**src/rtl/gf180mcu_osu_sc_9t_tbus_rx.sv**
```systemverilog
// gf180mcu_osu_sc_9t_tbus_rx
// Receiving end of a shared tri-state bus built from tbuf driver cells. A round-robin arbiter
// picks one requesting driver, enables it for SETTLE cycles, samples the bus into a holding
// register and then keeps every driver off for TURN dead cycles (break-before-make).
//
// Ports:
//   clk     in   1           clock, all state changes on posedge
//   rst     in   1           asynchronous reset, active-high
//   req     in   N           per-driver request, level, held until ack
//   bus     in   WIDTH       resolved tri-state bus value, only used on the sample edge
//   en      out  N           registered driver enables, at most one bit set
//   en_bar  out  N           registered complement of en
//   ack     out  N           one-cycle pulse to the driver whose data was captured
//   data    out  WIDTH       last captured bus value, held between transfers
//   valid   out  1           one-cycle pulse coincident with the data update
//   src     out  $clog2(N)   index of the driver that produced data, held with data
module gf180mcu_osu_sc_9t_tbus_rx #(
    parameter int unsigned N      = 4,
    parameter int unsigned WIDTH  = 8,
    parameter int unsigned SETTLE = 1,
    parameter int unsigned TURN   = 1
) (
    input  logic                 clk,
    input  logic                 rst,
    input  logic [N-1:0]         req,
    input  logic [WIDTH-1:0]     bus,
    output logic [N-1:0]         en,
    output logic [N-1:0]         en_bar,
    output logic [N-1:0]         ack,
    output logic [WIDTH-1:0]     data,
    output logic                 valid,
    output logic [$clog2(N)-1:0] src
);

    localparam int unsigned SW = $clog2(N);
    localparam logic [SW:0] NW = (SW+1)'(N);
    localparam logic [SW-1:0] LAST = SW'(N - 1);

    typedef enum logic [1:0] {
        StIdle,
        StDrive,
        StSample,
        StTurn
    } state_e;

    state_e        state_q;
    logic [2:0]    cnt_q;
    logic [SW-1:0] gnt_q;
    logic [SW-1:0] rr_ptr_q;

    logic          req_any;
    logic [SW-1:0] gnt_idx;
    logic [N-1:0]  gnt_oh;
    logic [N-1:0]  gnt_q_oh;
    logic [SW:0]   idx;

    // Round-robin search: first set request at or after rr_ptr, wrapping modulo N.
    always_comb begin
        req_any = 1'b0;
        gnt_idx = '0;
        idx     = '0;
        for (int unsigned i = 0; i < N; i++) begin
            idx = {1'b0, rr_ptr_q} + (SW+1)'(i);
            if (idx >= NW) begin
                idx = idx - NW;
            end
            if (!req_any && req[idx[SW-1:0]]) begin
                req_any = 1'b1;
                gnt_idx = idx[SW-1:0];
            end
        end
    end

    always_comb begin
        gnt_oh           = '0;
        gnt_oh[gnt_idx]  = 1'b1;
        gnt_q_oh         = '0;
        gnt_q_oh[gnt_q]  = 1'b1;
    end

    // Reset drops every enable at once, without waiting for a clock edge.
    always_ff @(posedge clk or posedge rst) begin
        if (rst) begin
            state_q  <= StIdle;
            cnt_q    <= '0;
            gnt_q    <= '0;
            rr_ptr_q <= '0;
            en       <= '0;
            en_bar   <= '1;
            ack      <= '0;
            valid    <= 1'b0;
            data     <= '0;
            src      <= '0;
        end else begin
            valid <= 1'b0;
            ack   <= '0;
            unique case (state_q)
                StIdle: begin
                    if (req_any) begin
                        en      <= gnt_oh;
                        en_bar  <= ~gnt_oh;
                        gnt_q   <= gnt_idx;
                        cnt_q   <= 3'(SETTLE);
                        state_q <= StDrive;
                    end
                end
                StDrive: begin
                    // A driver withdrawing its request aborts the transfer with no capture.
                    if (!req[gnt_q]) begin
                        en      <= '0;
                        en_bar  <= '1;
                        cnt_q   <= 3'(TURN);
                        state_q <= StTurn;
                    end else if (cnt_q == 3'd1) begin
                        state_q <= StSample;
                    end else begin
                        cnt_q <= cnt_q - 3'd1;
                    end
                end
                StSample: begin
                    data     <= bus;
                    src      <= gnt_q;
                    valid    <= 1'b1;
                    ack      <= gnt_q_oh;
                    en       <= '0;
                    en_bar   <= '1;
                    rr_ptr_q <= (gnt_q == LAST) ? '0 : gnt_q + 1'b1;
                    cnt_q    <= 3'(TURN);
                    state_q  <= StTurn;
                end
                StTurn: begin
                    // Requests are ignored here so no grant lands right after an enable falls.
                    if (cnt_q == 3'd1) begin
                        state_q <= StIdle;
                    end else begin
                        cnt_q <= cnt_q - 3'd1;
                    end
                end
                default: begin
                    state_q <= StIdle;
                end
            endcase
        end
    end

endmodule

```
**config.mk**
```make
export PLATFORM = sky130hd
export DESIGN_NAME = gf180mcu_osu_sc_9t_tbus_rx
export DESIGN_NICKNAME = d
export VERILOG_FILES = /design/src/rtl/gf180mcu_osu_sc_9t_tbus_rx.sv
export SDC_FILE = /design/constraint.sdc
export NUM_CORES = 1
export LEC_CHECK = 0
export BUFFER_PORTS_ARGS = -buffer_cell sky130_fd_sc_hd__buf_2
export CAP_MARGIN = 40
export CORE_UTILIZATION = 42
export CTS_BUF_LIST = sky130_fd_sc_hd__clkbuf_8
export DETAILED_ROUTE_END_ITERATION = 16
export SETUP_SLACK_MARGIN = 0.1
export SYNTH_ARGS = -nofsm -noshare
export SYNTH_HDL_FRONTEND = slang
export SYNTH_SLANG_ARGS = --single-unit
```
**constraint.sdc**
```tcl
create_clock -name clk -period 2.4 [get_ports clk]
set_clock_uncertainty 0.15 [all_clocks]
set_input_delay 0.24 -clock clk [delete_from_list [all_inputs] [get_ports clk]]
set_output_delay 0.24 -clock clk [all_outputs]
set_load 0.05 [all_outputs]
```
==> flow_metrics.tcl <==
set metrics [dict create \
    maxCapViolCount 0 \
    whs_path_depth 2 \
    start_kind "flip-flop" \
    timing.rr.end "state_q[1]" \
    synthDistinctLibCells 38 \
    min_path_type "in2reg" \
    cts_root_buffer "clkbuf_8" \
    netlist_instances 129 \
    synth_edf_count 0 \
    synthXorXnorAreaFrac 0 \
    rsz0062_at_grt "false" \
    power.leakage_nw 0.958 \
    crit_fanout 5 \
    finalSetupTns_ns 0 \
    initial_core_util 0.458 \
    ctsResizeCount 0 \
    pin_count 37 \
    drive_gt1_frac 0.376 \
    dpl-instance-area_um2 1820 \
    clock_latency_ns 0.29 \
    hpwlAfterDp_um 2150 \
    period_share 0.830 \
    drt-total-wl_um 2940 \
    dp.cells 210 \
    syn_area_per_cell_um2 12.3 \
    h-tree-depth 2 \
    ys_seq_area_frac 0.507 \
    port_buffers 36 \
    cts_tree "built" \
    grt_pass1_wl_um 5090 \
    drt.antenna.violating_nets 0 \
    postLayoutCellArea_um2 1940 \
    drc_errors 0 \
    grt_max_degree 33 \
    async_flop_share 1.00 \
    cp-end-kind "flip-flop" \
    antenna_found_initial 0 \
    hold_viol 0 \
    synth-main-ff-cell "dfrtp_1" \
    cts_made_buffers 5 \
    clkSlewWorstSetupHoldPaths_ns 0.07 \
    timing.slew.headroom 0.657 \
    grtUsageTotal 0.166 \
    synth_top_family_by_area "compound AO/OA/AOI/OAI gates" \
    layout_common_cells "buf_2 (36), dfrtp_1 (28), mux2_2 (12), inv_1 (10), ha_1 (10)" \
    synth-simple-area-share 0.105 \
    power_w 0.00294 \
    synth-compound-area-share 0.162 \
    powerDensity_nw_per_um2 1520 \
    synth_seq_cells 32 \
    drt_iter0_drc 45 \
    final_common_cell "buf_2" \
    via_per_inst 5.32 \
    max_freq_ghz 0.502 \
    synthMuxAreaShare 0.113 \
    firstDrtPassIters 4 \
    grt-ovfl-total 0 \
    crit_end "state_q[1]" \
    rr_startpoint "state_q[1]" \
    wl_per_cell_um 13.4 \
    setup_viol 0 \
    antennaDiodeCount 0 \
    required_ns 2.42 \
    synthAdderAreaFrac 0.0787 \
    clock_sinks 32 \
    period_minus_slack_ns 1.99 \
    arrival_ns 2.01 \
    globalplace.congestion 0.870 \
    worstRegToRegCells 6 \
    slew_viol_final 0 \
    dr_total_vias 1164 \
    syn-cell-area_um2 1590 \
    num_rows 21 \
    grt_pass1_vias 1140 \
    nets 196 \
    status "completed" \
    area_delta_synth_final_pct 22.0 \
    r2r_setup_slack_ns 0.41 \
    cts.path.max_buffers 2 \
    irDropWorstVdd_mv 0.870 \
    fp.dieH_um 63.5 \
    critPathKind "reg2reg" \
    syn_nets 153 \
    worstSetupStartpoint "state_q[1]" \
    coreArea_um2 3470 \
    die-area_um2 4030 \
    yosys_warnings 0 \
    die_width_um 63.5 \
    worstMarginPinSlew_ns 0.509 \
    instances_no_fill 219 \
]
[synthesized netlist by cell type (4+ instances only)]
master	instances	area [µm²]
dfrtp_1	28	701
mux2_2	12	135
ha_1	10	125
inv_1	9	33.8
a2bb2oi_1	6	52.6
a22o_1	5	43.8
and2_1	5	31.3
nand2_1	5	18.8
a21oi_1	4	20.0
dfstp_2	4	105
nor2_1	4	15.0
[where the power goes]
part,switching [W],internal (W)
clock network,0.000192,0.000303
registers,0.000144,0.000752
logic,0.00100,0.000545
[layout make-up]
type / instances / area, µm²
clock buffer: 5 / 68.8
clock inverter: 3 / 38.8
fill: 334 / 1530
inverter: 9 / 33.8
multi-input combinational: 85 / 729
sequential: 32 / 806
tap: 46 / 57.6
timing repair buffer: 39 / 205
[per-layer routing]
layer  vias to the layer above  share of wire  track usage
met5                         -              0            0
met4                         0          0.023       0.0852
met3                         7          0.050       0.0453
met2                        30           0.48        0.271
met1                       574           0.44        0.197
li1                        553              -            -
[worst max-delay path, cell delays in order (launching register included)]
cell	delay, ns
dfrtp_1	0.43
inv_1	0.10
ha_1	0.25
nand2_1	0.11
o221ai_1	0.34
a21oi_1	0.17
mux2_4	0.31
[per-stage QoR]
step	utilization	hold slack (ns)	setup WS, ns
finish	0.559	0.0282	0.409
global route	0.559	0.0268	0.278
CTS	0.559	0.0229	0.398
detailed placement	0.525	0.196	0.452
global placement	0.525	0.186	0.526
floorplan	-	0.203	0.550
[flip-flops by register name, summed over array words and instances (netlist names)]
name	flops
ack	4
en	4
state_q	2
src	2
data	8
valid	1
en_bar	4
rr_ptr_q	2
cnt_q	3
gnt_q	2
[repair_timing]
item	in CTS	in global routing
buffers inserted	0	0
hold buffers	1	0
endpoints found under the hold margin	28	0
[kinds of logic (layout without fill, tap and decap cells)]
family	Yosys count	count (layout)
compound gates	33	33
flops	32	32
simple gates	26	26
mux	16	16
buf+inv	12	56
fa+ha+maj	10	10
[how the worst min path moves through the flow]
stage	from	endpoint	slack, ns
finish	bus[5]	data[5]	0.03
global route	bus[2]	data[2]	0.03
CTS	bus[5]	data[5]	0.02
detailed placement	rst	data[7]	0.20
global placement	rst	gnt_q[0]	0.19
floorplan	rst	ack[0]	0.20
Note: power is estimated with default switching activity, not from simulation.
